### src/rtl/vga_sync_gen.sv
// 640x480@60 VGA timing generator running on the system clock. One pixel
// advance per detected rising edge of the (sampled, not clocked) divider output.
module vga_sync_gen #(
  parameter int H_DISPLAY = 640,
  parameter int H_FP      = 16,
  parameter int H_SYNC    = 96,
  parameter int H_BP      = 48,
  parameter int V_DISPLAY = 480,
  parameter int V_FP      = 10,
  parameter int V_SYNC    = 2,
  parameter int V_BP      = 33
) (
  input  logic       clk_in,
  input  logic       reset,
  input  logic       clk_div,
  output logic       hsync,
  output logic       vsync,
  output logic       video_on,
  output logic [9:0] pixel_x,
  output logic [9:0] pixel_y,
  output logic       p_tick,
  output logic       frame_start
);

  localparam int H_TOTAL = H_DISPLAY + H_FP + H_SYNC + H_BP;
  localparam int V_TOTAL = V_DISPLAY + V_FP + V_SYNC + V_BP;

  localparam logic [9:0] H_LAST   = 10'(H_TOTAL - 1);
  localparam logic [9:0] V_LAST   = 10'(V_TOTAL - 1);
  localparam logic [9:0] H_VIS    = 10'(H_DISPLAY);
  localparam logic [9:0] V_VIS    = 10'(V_DISPLAY);
  localparam logic [9:0] HS_START = 10'(H_DISPLAY + H_FP);
  localparam logic [9:0] HS_END   = 10'(H_DISPLAY + H_FP + H_SYNC);
  localparam logic [9:0] VS_START = 10'(V_DISPLAY + V_FP);
  localparam logic [9:0] VS_END   = 10'(V_DISPLAY + V_FP + V_SYNC);

  function automatic logic in_window(input logic [9:0] v, input logic [9:0] lo,
                                     input logic [9:0] hi);
    return (v >= lo) && (v < hi);
  endfunction

  logic       s1_q, s2_q, s3_q;
  logic       adv;
  logic [9:0] x_q, x_d, y_q, y_d;
  logic       hsync_q, hsync_d, vsync_q, vsync_d;
  logic       video_on_q, video_on_d;
  logic       p_tick_q, p_tick_d, frame_start_q, frame_start_d;

  // s1 resolves metastability; s2/s3 form the rising-edge detector
  assign adv = s2_q & ~s3_q;

  always_ff @(posedge clk_in or negedge reset) begin
    if (!reset) begin
      s1_q <= 1'b0;
      s2_q <= 1'b0;
      s3_q <= 1'b0;
    end else begin
      s1_q <= clk_div;
      s2_q <= s1_q;
      s3_q <= s2_q;
    end
  end

  // Outputs decode the next coordinates so they stay aligned with the counters
  always_comb begin
    x_d           = x_q;
    y_d           = y_q;
    hsync_d       = hsync_q;
    vsync_d       = vsync_q;
    video_on_d    = video_on_q;
    p_tick_d      = 1'b0;
    frame_start_d = 1'b0;
    if (adv) begin
      if (x_q == H_LAST) begin
        x_d = '0;
        y_d = (y_q == V_LAST) ? '0 : y_q + 10'd1;
      end else begin
        x_d = x_q + 10'd1;
      end
      hsync_d       = ~in_window(x_d, HS_START, HS_END);
      vsync_d       = ~in_window(y_d, VS_START, VS_END);
      video_on_d    = (x_d < H_VIS) && (y_d < V_VIS);
      p_tick_d      = 1'b1;
      frame_start_d = (x_d == '0) && (y_d == '0);
    end
  end

  always_ff @(posedge clk_in or negedge reset) begin
    if (!reset) begin
      x_q           <= H_LAST;
      y_q           <= V_LAST;
      hsync_q       <= 1'b1;
      vsync_q       <= 1'b1;
      video_on_q    <= 1'b0;
      p_tick_q      <= 1'b0;
      frame_start_q <= 1'b0;
    end else begin
      x_q           <= x_d;
      y_q           <= y_d;
      hsync_q       <= hsync_d;
      vsync_q       <= vsync_d;
      video_on_q    <= video_on_d;
      p_tick_q      <= p_tick_d;
      frame_start_q <= frame_start_d;
    end
  end

  assign pixel_x     = x_q;
  assign pixel_y     = y_q;
  assign hsync       = hsync_q;
  assign vsync       = vsync_q;
  assign video_on    = video_on_q;
  assign p_tick      = p_tick_q;
  assign frame_start = frame_start_q;

endmodule

### config.mk
export PLATFORM = sky130hd
export DESIGN_NAME = vga_sync_gen
export DESIGN_NICKNAME = d
export VERILOG_FILES = /design/src/rtl/vga_sync_gen.sv
export SDC_FILE = /design/constraint.sdc
export NUM_CORES = 1
export LEC_CHECK = 0
export BUFFER_PORTS_ARGS = -buffer_cell sky130_fd_sc_hd__buf_2
export CAP_MARGIN = 20
export CORE_UTILIZATION = 55
export DETAILED_ROUTE_END_ITERATION = 10
export PLACE_DENSITY_LB_ADDON = 0.1
export REMOVE_ABC_BUFFERS = 1
export SLEW_MARGIN = 15
export SYNTH_ARGS = -nofsm -noshare
export SYNTH_HDL_FRONTEND = slang
export SYNTH_SLANG_ARGS = --single-unit
### constraint.sdc
create_clock -name clk_in -period 6 [get_ports clk_in]
set_clock_uncertainty 0.2 [all_clocks]
set_input_delay 0.6 -clock clk_in [delete_from_list [all_inputs] [get_ports clk_in]]
set_output_delay 0.6 -clock clk_in [all_outputs]
set_load 0.005 [all_outputs]
==> impl_metrics.env, run 1 <==
export IMPL_critPathKind="reg -> reg"
export IMPL_p_switching_w=0.000128
export IMPL_synth_distinct_cells=46
export IMPL_critPathLaunchType="flip-flop"
export IMPL_die_area_um2=3550
export IMPL_grt_util_all_layers_pct=25.5
export IMPL_ioPinCount=28
export IMPL_p_leak_nw=0.846
export IMPL_synthAdderAreaFrac_pct=2.75
export IMPL_synthCells=203
export IMPL_timing_fmax_mhz=360
export IMPL_power_density_nw_per_um2=232
export IMPL_drt_antenna_violating_nets=0
export IMPL_wl_per_cell_um=15.1
export IMPL_remaining_drc_errors=0
export IMPL_final_hold_viol_count=0
export IMPL_vias=1515
export IMPL_synthArstFlopShare_pct=100
export IMPL_htreeDepth=1
export IMPL_holdWs_ps=50.9
export IMPL_ctsResizeCount=0
export IMPL_slew_viol_final=0
export IMPL_synth_edf_count=0
export IMPL_post_place_cells=259
export IMPL_synth_cell_area_um2=1820
export IMPL_grt_max_degree=29
export IMPL_grt_pass1_vias=1441
export IMPL_status="complete, no violations"
export IMPL_r2r_setup_slack_ps=3220
export IMPL_rows=20
export IMPL_p_sw_share_pct=28.0
export IMPL_rsz0062_at_grt="no"
export IMPL_tns_ps=0
export IMPL_dr_pass1_iters=4
export IMPL_synth_seq_cells=28
export IMPL_cp_end_kind="flip-flop"
export IMPL_root_buffer="clkbuf_4"
export IMPL_grt_pass1_wl_um=6760
export IMPL_vdd_drop_max_mv=0.0982
export IMPL_synth_xor_area_share_pct=8.65
export IMPL_area_delta_synth_final_pct=7.96
export IMPL_synth_compound_area_share_pct=14.0
export IMPL_ys_warn_count=0
export IMPL_worstMarginPinSlew_ps=610
export IMPL_cts_tree="done"
export IMPL_hold_class="in -> async"
export IMPL_cts_buffer_depth=2
export IMPL_initial_core_util_pct=58.7
export IMPL_drv_cap=0
export IMPL_synth_simple_area_share_pct=28.4
export IMPL_core_um2=3100
export IMPL_r2r_start="pixel_x[0]"
export IMPL_clkPwrFrac_pct=27.1
export IMPL_fin_util_pct=63.4
export IMPL_period_minus_slack_ps=2780
export IMPL_drive_above_1_share_pct=25.1
export IMPL_seq_power_share_pct=54.1
export IMPL_p_int_w=0.000329
export IMPL_drt_total_wl_um=3970
export IMPL_die_w_um=59.6
export IMPL_routed_via_density=5.76
export IMPL_port_buffers=27
export IMPL_antenna_cells=0
export IMPL_maxSlewHeadroom_pct=59.3
export IMPL_power_w=0.000457
export IMPL_muxShareOfSynthArea_pct=0.549
export IMPL_setup_viol=0
export IMPL_die_h_um=59.6
export IMPL_crit_arrival_ps=2830
export IMPL_antenna_found_initial=0
export IMPL_overflow=0
export IMPL_cts_num_sinks=28
export IMPL_gp_congestion=0.846
export IMPL_dp_hpwl_um=2860
export IMPL_nets=227
export IMPL_ctsHoldBuffers=0
export IMPL_avgSynthCellArea_um2=8.98
export IMPL_final_cells=263
export IMPL_rr_endpoint="frame_start"
export IMPL_fill_cells=293
export IMPL_rr_worst_depth=7
export IMPL_crit_required_ps=6040
export IMPL_crit_fanout=10
export IMPL_period_share_pct=46.4
export IMPL_ys_flop_type="dfrtp_1"
export IMPL_ys_seq_area_share_pct=39.3
export IMPL_post_cts_buffers=0
export IMPL_synth_top_family_by_area="simple AND/OR/NAND/NOR gates"
export IMPL_combPwrFrac_pct=18.8
export IMPL_clk_latency_ps=330
export IMPL_cts_buffers=3
export IMPL_path_clk_slew_ps=150
export IMPL_drtIter0Drc=91
[state kept, by name, indices dropped and copies added, names as in the netlist]
register	cells
s2_q	1
p_tick	1
pixel_y	10
pixel_x	10
s1_q	1
s3_q	1
frame_start	1
vsync	1
video_on	1
hsync	1
[cells in the final DEF (no fill, tap or decap), types with 2 or more instances in the layout]
cell type | Yosys | routed
nand2_1 | 33 | 33
buf_2 | 3 | 27
o21ai_0 | 17 | 17
dfrtp_1 | 16 | 16
xnor2_1 | 15 | 15
nand3_1 | 13 | 13
dfstp_2 | 12 | 12
a21oi_1 | 10 | 10
nor2_1 | 9 | 9
nand4_1 | 7 | 7
inv_1 | 5 | 5
and3_1 | 4 | 4
ha_1 | 4 | 4
nor3_1 | 3 | 3
a211oi_1 | 3 | 3
or3_1 | 3 | 3
xor2_1 | 3 | 3
clkbuf_4 | 0 | 3
nand2b_1 | 2 | 2
and3_2 | 2 | 2
a21o_1 | 2 | 2
a22oi_1 | 2 | 2
[synth_stat cells (2+ instances only)]
library cell,instances,area [µm²]
and3_2,2,15.0
buf_2,3,15.0
dfstp_2,12,315
xnor2_1,15,131
nand3_1,13,65.1
clkbuf_1,7,26.3
nand4_1,7,43.8
nand2b_1,2,12.5
or3_1,3,18.8
ha_1,4,50.1
a22oi_1,2,15.0
o21ai_0,17,85.1
xor2_1,3,26.3
a211oi_1,3,22.5
inv_1,5,18.8
and3_1,4,25.0
a21oi_1,10,50.1
dfrtp_1,16,400
nand2_1,33,124
nor3_1,3,15.0
buf_6,5,56.3
a21o_1,2,15.0
nor2_1,9,33.8
[worst max-delay path by stage]
stage,start,to,slack [ps],depth (start not counted)
3_5_place_dp,pixel_x[0],frame_start,3280,7
2_1_floorplan,pixel_x[0],frame_start,3450,7
5_1_grt,pixel_x[0],frame_start,3030,7
4_1_cts,pixel_x[0],frame_start,3220,7
6_report,pixel_x[0],frame_start,3220,7
3_3_place_gp,pixel_x[0],frame_start,3350,7
[stage by stage]
stage | area [µm²] | worst slack (ps)
5_1_grt | 1970 | 3030
3_5_place_dp | 1920 | 3280
6_report | 1970 | 3220
3_3_place_gp | 1920 | 3350
4_1_cts | 1970 | 3220
2_1_floorplan | 1730 | 3450
[power by group through the flow]
stage,Sequential (W),Clock (W),Combinational (W)
detailed placement,0.000251,0,0.0000855
global route,0.000253,0.000135,0.0000981
finish,0.000247,0.000124,0.0000860
floorplan,0.000247,0,0.0000526
global placement,0.000248,0,0.0000845
CTS,0.000248,0.000128,0.0000864
[final cells by class]
| type | instances | area (µm²) | share of cell area [%] |
|---|---|---|---|
| clock inverter | 1 | 30.0 | 1.53 |
| tap | 44 | 55.1 | 2.80 |
| timing repair buffer | 27 | 135 | 6.87 |
| clock buffer | 3 | 22.5 | 1.14 |
| sequential | 28 | 716 | 36.4 |
| multi-input combinational | 155 | 991 | 50.3 |
| inverter | 5 | 18.8 | 0.954 |
[routing by layer]
metal  GRT usage [%]  vias to the layer above  share of wire (%)
met5               0                        -                  0
met1            32.9                      718                 43
met3            3.28                        2                4.7
li1                -                      747                  -
met2            43.7                       48                 52
met4            9.30                        0               0.53
[kinds of logic (layout without fill, tap and decap cells)]
kind of cell | after synthesis | after routing
AO/OA/AOI/OAI | 42 | 42
buffers and inverters | 20 | 36
multiplexers | 1 | 1
XOR/XNOR | 18 | 18
flip-flops | 28 | 28
adder cells (fa/ha/maj) | 4 | 4
AND/OR/NAND/NOR | 90 | 90
[worst max-delay path, stage by stage (launching register included)]
cell and delay, ps:
dfstp_2 610, ha_1 260, and4_4 330, and3_1 330, mux2i_1 210, a21oi_1 90
or4_4 530, nor4_2 140
Power figures use the tool's default switching activity.
==> run 2: changes to the inputs <==
ABC_AREA = 1   (was default)
clock period = 2.8 ns   (was 6 ns; I/O delays follow)
==> run 2 against run 1 <==
  * Non-clock buffer count rose by 4
  * Core utilization rose by 2.8 points
  * First-iteration DRC count fell by 3.3%
  * Sequential share of layout area fell by 2.1 points
  * Worst hold slack improved by 130 ps
==> impl_metrics.env, run 2 <==
export IMPL_status="complete, no violations"
export IMPL_maxSlewHeadroom_pct=60.2
export IMPL_htreeDepth=1
export IMPL_r2r_start="pixel_x[0]"
export IMPL_nets=306
export IMPL_ys_seq_area_share_pct=38.0
export IMPL_drt_total_wl_um=4250
export IMPL_crit_required_ps=2880
export IMPL_area_delta_synth_final_pct=11.0
export IMPL_power_w=0.000978
export IMPL_grt_pass1_wl_um=6960
export IMPL_synth_edf_count=0
export IMPL_critPathLaunchType="flip-flop"
export IMPL_gp_congestion=0.875
export IMPL_grt_util_all_layers_pct=25.2
export IMPL_setup_viol=0
export IMPL_drive_above_1_share_pct=19.8
export IMPL_cts_buffers=3
export IMPL_synth_simple_area_share_pct=41.1
export IMPL_overflow=0
export IMPL_hold_class="reg -> reg"
export IMPL_worst_slack_ps=411
export IMPL_worstMarginPinSlew_ps=597
export IMPL_synth_seq_cells=28
export IMPL_layout_common_cells="nand2_1 (83), inv_1 (30), nor2_1 (29)"
export IMPL_synth_distinct_cells=31
export IMPL_slowest_stage="dfstp_2"
export IMPL_drt_antenna_violating_nets=0
export IMPL_synth_cell_area_um2=1880
export IMPL_path_clk_slew_ps=150
export IMPL_design_area_um2=2090
export IMPL_tns_ps=0
export IMPL_dp_slack_ps=455
export IMPL_rows=20
export IMPL_placed_area_um2=2030
export IMPL_die_area_um2=3660
export IMPL_hp_start="s1_q"
export IMPL_cts_buffer_depth=2
export IMPL_cp_end_kind="flip-flop"
export IMPL_grt_max_degree=29
export IMPL_max_stage_delay_ps=650
export IMPL_multi_input_area_um2=991
export IMPL_crit_family="simple AND/OR/NAND/NOR gates"
export IMPL_vdd_drop_max_mv=0.428
export IMPL_ys_top_cells_by_count="nand2_1 (83), inv_1 (30), nor2_1 (29)"
export IMPL_regArea_um2=716
export IMPL_path_common_cell="nand3_1"
export IMPL_rsz0062_at_grt="no"
export IMPL_rr_endpoint="vsync"
export IMPL_initial_core_util_pct=59.7
export IMPL_synthAdderAreaFrac_pct=2.66
export IMPL_antenna_found_initial=0
export IMPL_synthCells=272
export IMPL_yosysTopAreaCell="dfrtp_1"
export IMPL_synth_top_family_by_area="simple AND/OR/NAND/NOR gates"
export IMPL_die_h_um=60.5
export IMPL_hold_path_depth=0
export IMPL_cp_cell_sequence="ha_1, nand4_4, nor2_4, nand3_1, o21ai_0, nand3_1, nor2_1, a21oi_1"
export IMPL_synth_xor_area_share_pct=0.465
export IMPL_synthArstFlopShare_pct=100
export IMPL_timing_fmax_mhz=419
export IMPL_final_hold_viol_count=0
export IMPL_dr_pass1_iters=5
export IMPL_die_w_um=60.5
export IMPL_dp_hpwl_um=3090
export IMPL_drv_cap=0
export IMPL_routed_via_density=5.23
export IMPL_post_cts_buffers=0
export IMPL_final_common_cell="nand2_1"
export IMPL_fin_util_pct=66.2
export IMPL_root_buffer="clkbuf_4"
export IMPL_ys_flop_type="dfrtp_1"
export IMPL_vias=1787
export IMPL_ys_warn_count=0
export IMPL_avgSynthCellArea_um2=6.92
export IMPL_cts_num_sinks=28
export IMPL_slew_viol_final=0
export IMPL_crit_fanout=16
export IMPL_critPathKind="reg -> reg"
export IMPL_ioPinCount=28
export IMPL_power_density_nw_per_um2=468
export IMPL_grt_pass1_vias=1546
export IMPL_synthTopCellsByArea="dfrtp_1 (21%), dfstp_2 (17%), nand2_1 (17%)"
export IMPL_synth_compound_area_share_pct=8.44
export IMPL_clk_latency_ps=330
export IMPL_crit_arrival_ps=2470
export IMPL_muxShareOfSynthArea_pct=0
export IMPL_cts_tree="done"
export IMPL_core_um2=3150
export IMPL_p_leak_nw=1.02
export IMPL_port_buffers=27
export IMPL_synth_top_area_share_pct=21.3
export IMPL_period_minus_slack_ps=2390
export IMPL_rr_worst_depth=8
export IMPL_yosysMostFrequentCell="nand2_1"
export IMPL_fill_cells=284
export IMPL_remaining_drc_errors=0
export IMPL_antenna_cells=0
export IMPL_r2r_setup_slack_ps=410
export IMPL_wl_per_cell_um=12.4
export IMPL_hold_end="s2_q"
export IMPL_period_share_pct=85.3
export IMPL_drtIter0Drc=88
export IMPL_worst_path_buf_inv=0
run 2: cell count changes after synthesis, sizes merged, moves of 5 or more:
cell | before | now
nand2 | 33 | 85
inv | 5 | 31
nor2 | 9 | 35
xnor2 | 15 | 0
nand3 | 14 | 28
a21oi | 11 | 3
and3 | 6 | 0
nand4 | 8 | 14
o21ai | 17 | 22
run 2: layout make-up:
| cell class | count | area share (%) |
|---|---|---|
| timing repair buffer | 31 | 8.15 |
| inverter | 32 | 5.75 |
| clock buffer | 4 | 1.74 |
| sequential | 28 | 34.3 |
| tap | 44 | 2.64 |
| multi-input combinational | 203 | 47.5 |
run 2: metal layers:
metal,part of all wire (%),wire length (µm),vias to the layer above,track usage (%)
met5,0,0,-,0
met4,0.89,38,0,4.87
met3,5.3,223,5,2.77
met2,43,1810,62,39.4
met1,51,2170,789,37.9
li1,-,-,931,-
run 2: worst max-delay path by stage:
stage	start	cells after the start	to	slack, ps
2_1_floorplan	s3_q	7	frame_start	440
3_3_place_gp	pixel_x[0]	8	video_on	500
3_5_place_dp	pixel_x[0]	8	vsync	460
4_1_cts	pixel_x[0]	8	vsync	430
5_1_grt	pixel_x[0]	8	video_on	310
6_report	pixel_x[0]	8	vsync	410
run 2: repair_timing:
action                                 4_1_cts  5_1_grt
endpoints found under the hold margin       17        0
resized for setup                            0        0
hold buffers                                 2        0
run 2: cell families (layout without fill, tap and decap cells):
family          Yosys count  count (layout)
simple gates            169             169
fa+ha+maj                 4               4
xor+xnor                  1               1
buf+inv                  41              67
flops                    28              28
compound gates           29              29
run 2: report_power, final:
| part | total, W | internal [W] | switching, W |
|---|---|---|---|
| Sequential | 0.000554 | 0.000474 | 0.0000809 |
| Combinational | 0.000223 | 0.0000945 | 0.000128 |
| Clock | 0.000201 | 0.0000798 | 0.000121 |
| Total | 0.000978 | 0.000648 | 0.000330 |
run 2: stage by stage:
| step | hold slack (ps) | instances |
|---|---|---|
| 6_report | 183 | 342 |
| 5_1_grt | 184 | 342 |
| 4_1_cts | 182 | 342 |
| 3_5_place_dp | 125 | 336 |
| 3_3_place_gp | 113 | 336 |
| 2_1_floorplan | -216 | 263 |
==> run 3: changes to the inputs <==
CORE_UTILIZATION = 49   (was 55)
==> run 3 against run 2 <==
  * Die area grew 12%
  * Sequential power about the same
  * Register-to-register slack about the same
  * Sequential cell count did not move
  * Critical endpoint unchanged
  * Power is 4.9% higher
  * Maximum frequency grew 0.20%
  * Global-route usage shrank 2.4 points
  * Critical path depth unchanged
  * Clock power grew 26%
  * First-iteration DRC count shrank 10%
==> impl_metrics.env, run 3 (same netlist as run 2, synthesis figures left out) <==
export IMPL_ioPinCount=28
export IMPL_hold_path_depth=0
export IMPL_die_h_um=64.0
export IMPL_combPwrFrac_pct=21.0
export IMPL_grt_util_all_layers_pct=22.8
export IMPL_layout_common_cells="nand2_1 (83), inv_1 (30), nor2_1 (29)"
export IMPL_worstMarginPinSlew_ps=614
export IMPL_rows=22
export IMPL_placed_area_um2=2030
export IMPL_dp_slack_ps=456
export IMPL_rr_worst_depth=8
export IMPL_period_minus_slack_ps=2380
export IMPL_overflow=0
export IMPL_drtIter0Drc=79
export IMPL_rsz0062_at_grt="no"
export IMPL_p_switching_w=0.000334
export IMPL_tns_ps=0
export IMPL_cp_end_kind="flip-flop"
export IMPL_initial_core_util_pct=51.4
export IMPL_worst_slack_ps=416
export IMPL_design_area_um2=2100
export IMPL_p_leak_nw=1.02
export IMPL_grt_pass1_vias=1558
export IMPL_cts_buffer_depth=2
export IMPL_slowest_stage="dfstp_2"
export IMPL_cts_buffers=3
export IMPL_path_common_cell="nand3_1"
export IMPL_cts_num_sinks=28
export IMPL_final_hold_viol_count=0
export IMPL_grt_pass1_wl_um=7350
export IMPL_gp_congestion=0.866
export IMPL_power_w=0.00103
export IMPL_status="complete, no violations"
export IMPL_power_density_nw_per_um2=488
export IMPL_clk_latency_ps=270
export IMPL_die_area_um2=4090
export IMPL_nets=305
export IMPL_holdWs_ps=164
export IMPL_seq_power_share_pct=54.3
export IMPL_ctsHoldBuffers=2
export IMPL_vdd_drop_max_mv=0.386
export IMPL_path_clk_slew_ps=100
export IMPL_antenna_cells=0
export IMPL_final_common_cell="nand2_1"
export IMPL_timing_fmax_mhz=419
export IMPL_post_cts_buffers=0
export IMPL_drive_above_1_share_pct=19.5
export IMPL_crit_fanout=16
export IMPL_p_sw_share_pct=32.5
export IMPL_setup_viol=0
export IMPL_htreeDepth=1
export IMPL_period_share_pct=85.1
export IMPL_cts_tree="done"
export IMPL_port_buffers=27
export IMPL_antenna_found_initial=0
export IMPL_root_buffer="clkbuf_8"
export IMPL_drt_antenna_violating_nets=0
export IMPL_slew_viol_final=0
export IMPL_wl_per_cell_um=12.2
export IMPL_maxSlewHeadroom_pct=59.0
export IMPL_max_stage_delay_ps=630
export IMPL_crit_required_ps=2810
export IMPL_p_int_w=0.000692
export IMPL_cp_cell_sequence="ha_1, nand4_4, nor2_4, nand3_1, o21ai_0, nand3_1, nor2_1, a21oi_1"
export IMPL_crit_arrival_ps=2390
export IMPL_area_delta_synth_final_pct=11.8
export IMPL_remaining_drc_errors=0
export IMPL_ctsResizeCount=0
export IMPL_grt_max_degree=29
export IMPL_die_w_um=64.0
export IMPL_vias=1780
export IMPL_clkPwrFrac_pct=24.8
export IMPL_critPathLaunchType="flip-flop"
export IMPL_core_um2=3660
export IMPL_drv_cap=0
export IMPL_fill_cells=339
export IMPL_drt_total_wl_um=4210
export IMPL_routed_via_density=5.16
export IMPL_hold_class="reg -> reg"
export IMPL_dp_hpwl_um=3130
export IMPL_critPathKind="reg -> reg"
export IMPL_dr_pass1_iters=4
-- run 3: cell types whose count changed in the layout (fill, tap and decap cells not counted), sizes merged --
cell  change
buf       -1
-- run 3: layout make-up --
type / instances / area (µm²) / area share, %
Timing Repair Buffer: 30 / 163 / 7.73
Inverter: 32 / 120 / 5.71
Clock buffer: 4 / 55.1 / 2.62
Sequential cell: 28 / 716 / 34.0
Multi-Input combinational cell: 203 / 991 / 47.1
Tap cell: 48 / 60.1 / 2.85
-- run 3: per-layer routing --
layer / GRT usage, % / wire length [µm]
met1: 33.5 / 2160
met3: 2.32 / 200
met2: 35.9 / 1820
met4: 5.11 / 25
met5: 0 / 0
-- run 3: path summary, 6_finish.rpt --
check / start / to / slack, ps
setup / recovery: pixel_x[0] / vsync / 420
hold / removal: s1_q / s2_q / 160
setup reg to reg: pixel_x[0] / vsync / 420
hold reg to reg: s1_q / s2_q / 160
max in group asynchronous: reset / p_tick / 1660
min in group asynchronous: reset / frame_start / 340
-- run 3: worst max-delay path: cells and delay by family, from the launching register on --
kind	cells	cell delay, ps
flops	1	630
simple gates	5	900
compound gates	2	300
fa+ha+maj	1	290
-- run 3: per-stage QoR --
step	utilization [%]	cells
3_3_place_gp	55.4	339
6_report	57.5	345
3_5_place_dp	55.4	339
4_1_cts	57.5	345
5_1_grt	57.5	345
2_1_floorplan	-	263
-- run 3: power by group through the flow --
stage	Sequential [W]	Clock, W	Combinational (W)
floorplan	0.000552	0	0.000137
global placement	0.000559	0	0.000217
detailed placement	0.000564	0	0.000215
CTS	0.000555	0.000256	0.000219
global route	0.000567	0.000273	0.000252
finish	0.000557	0.000254	0.000215
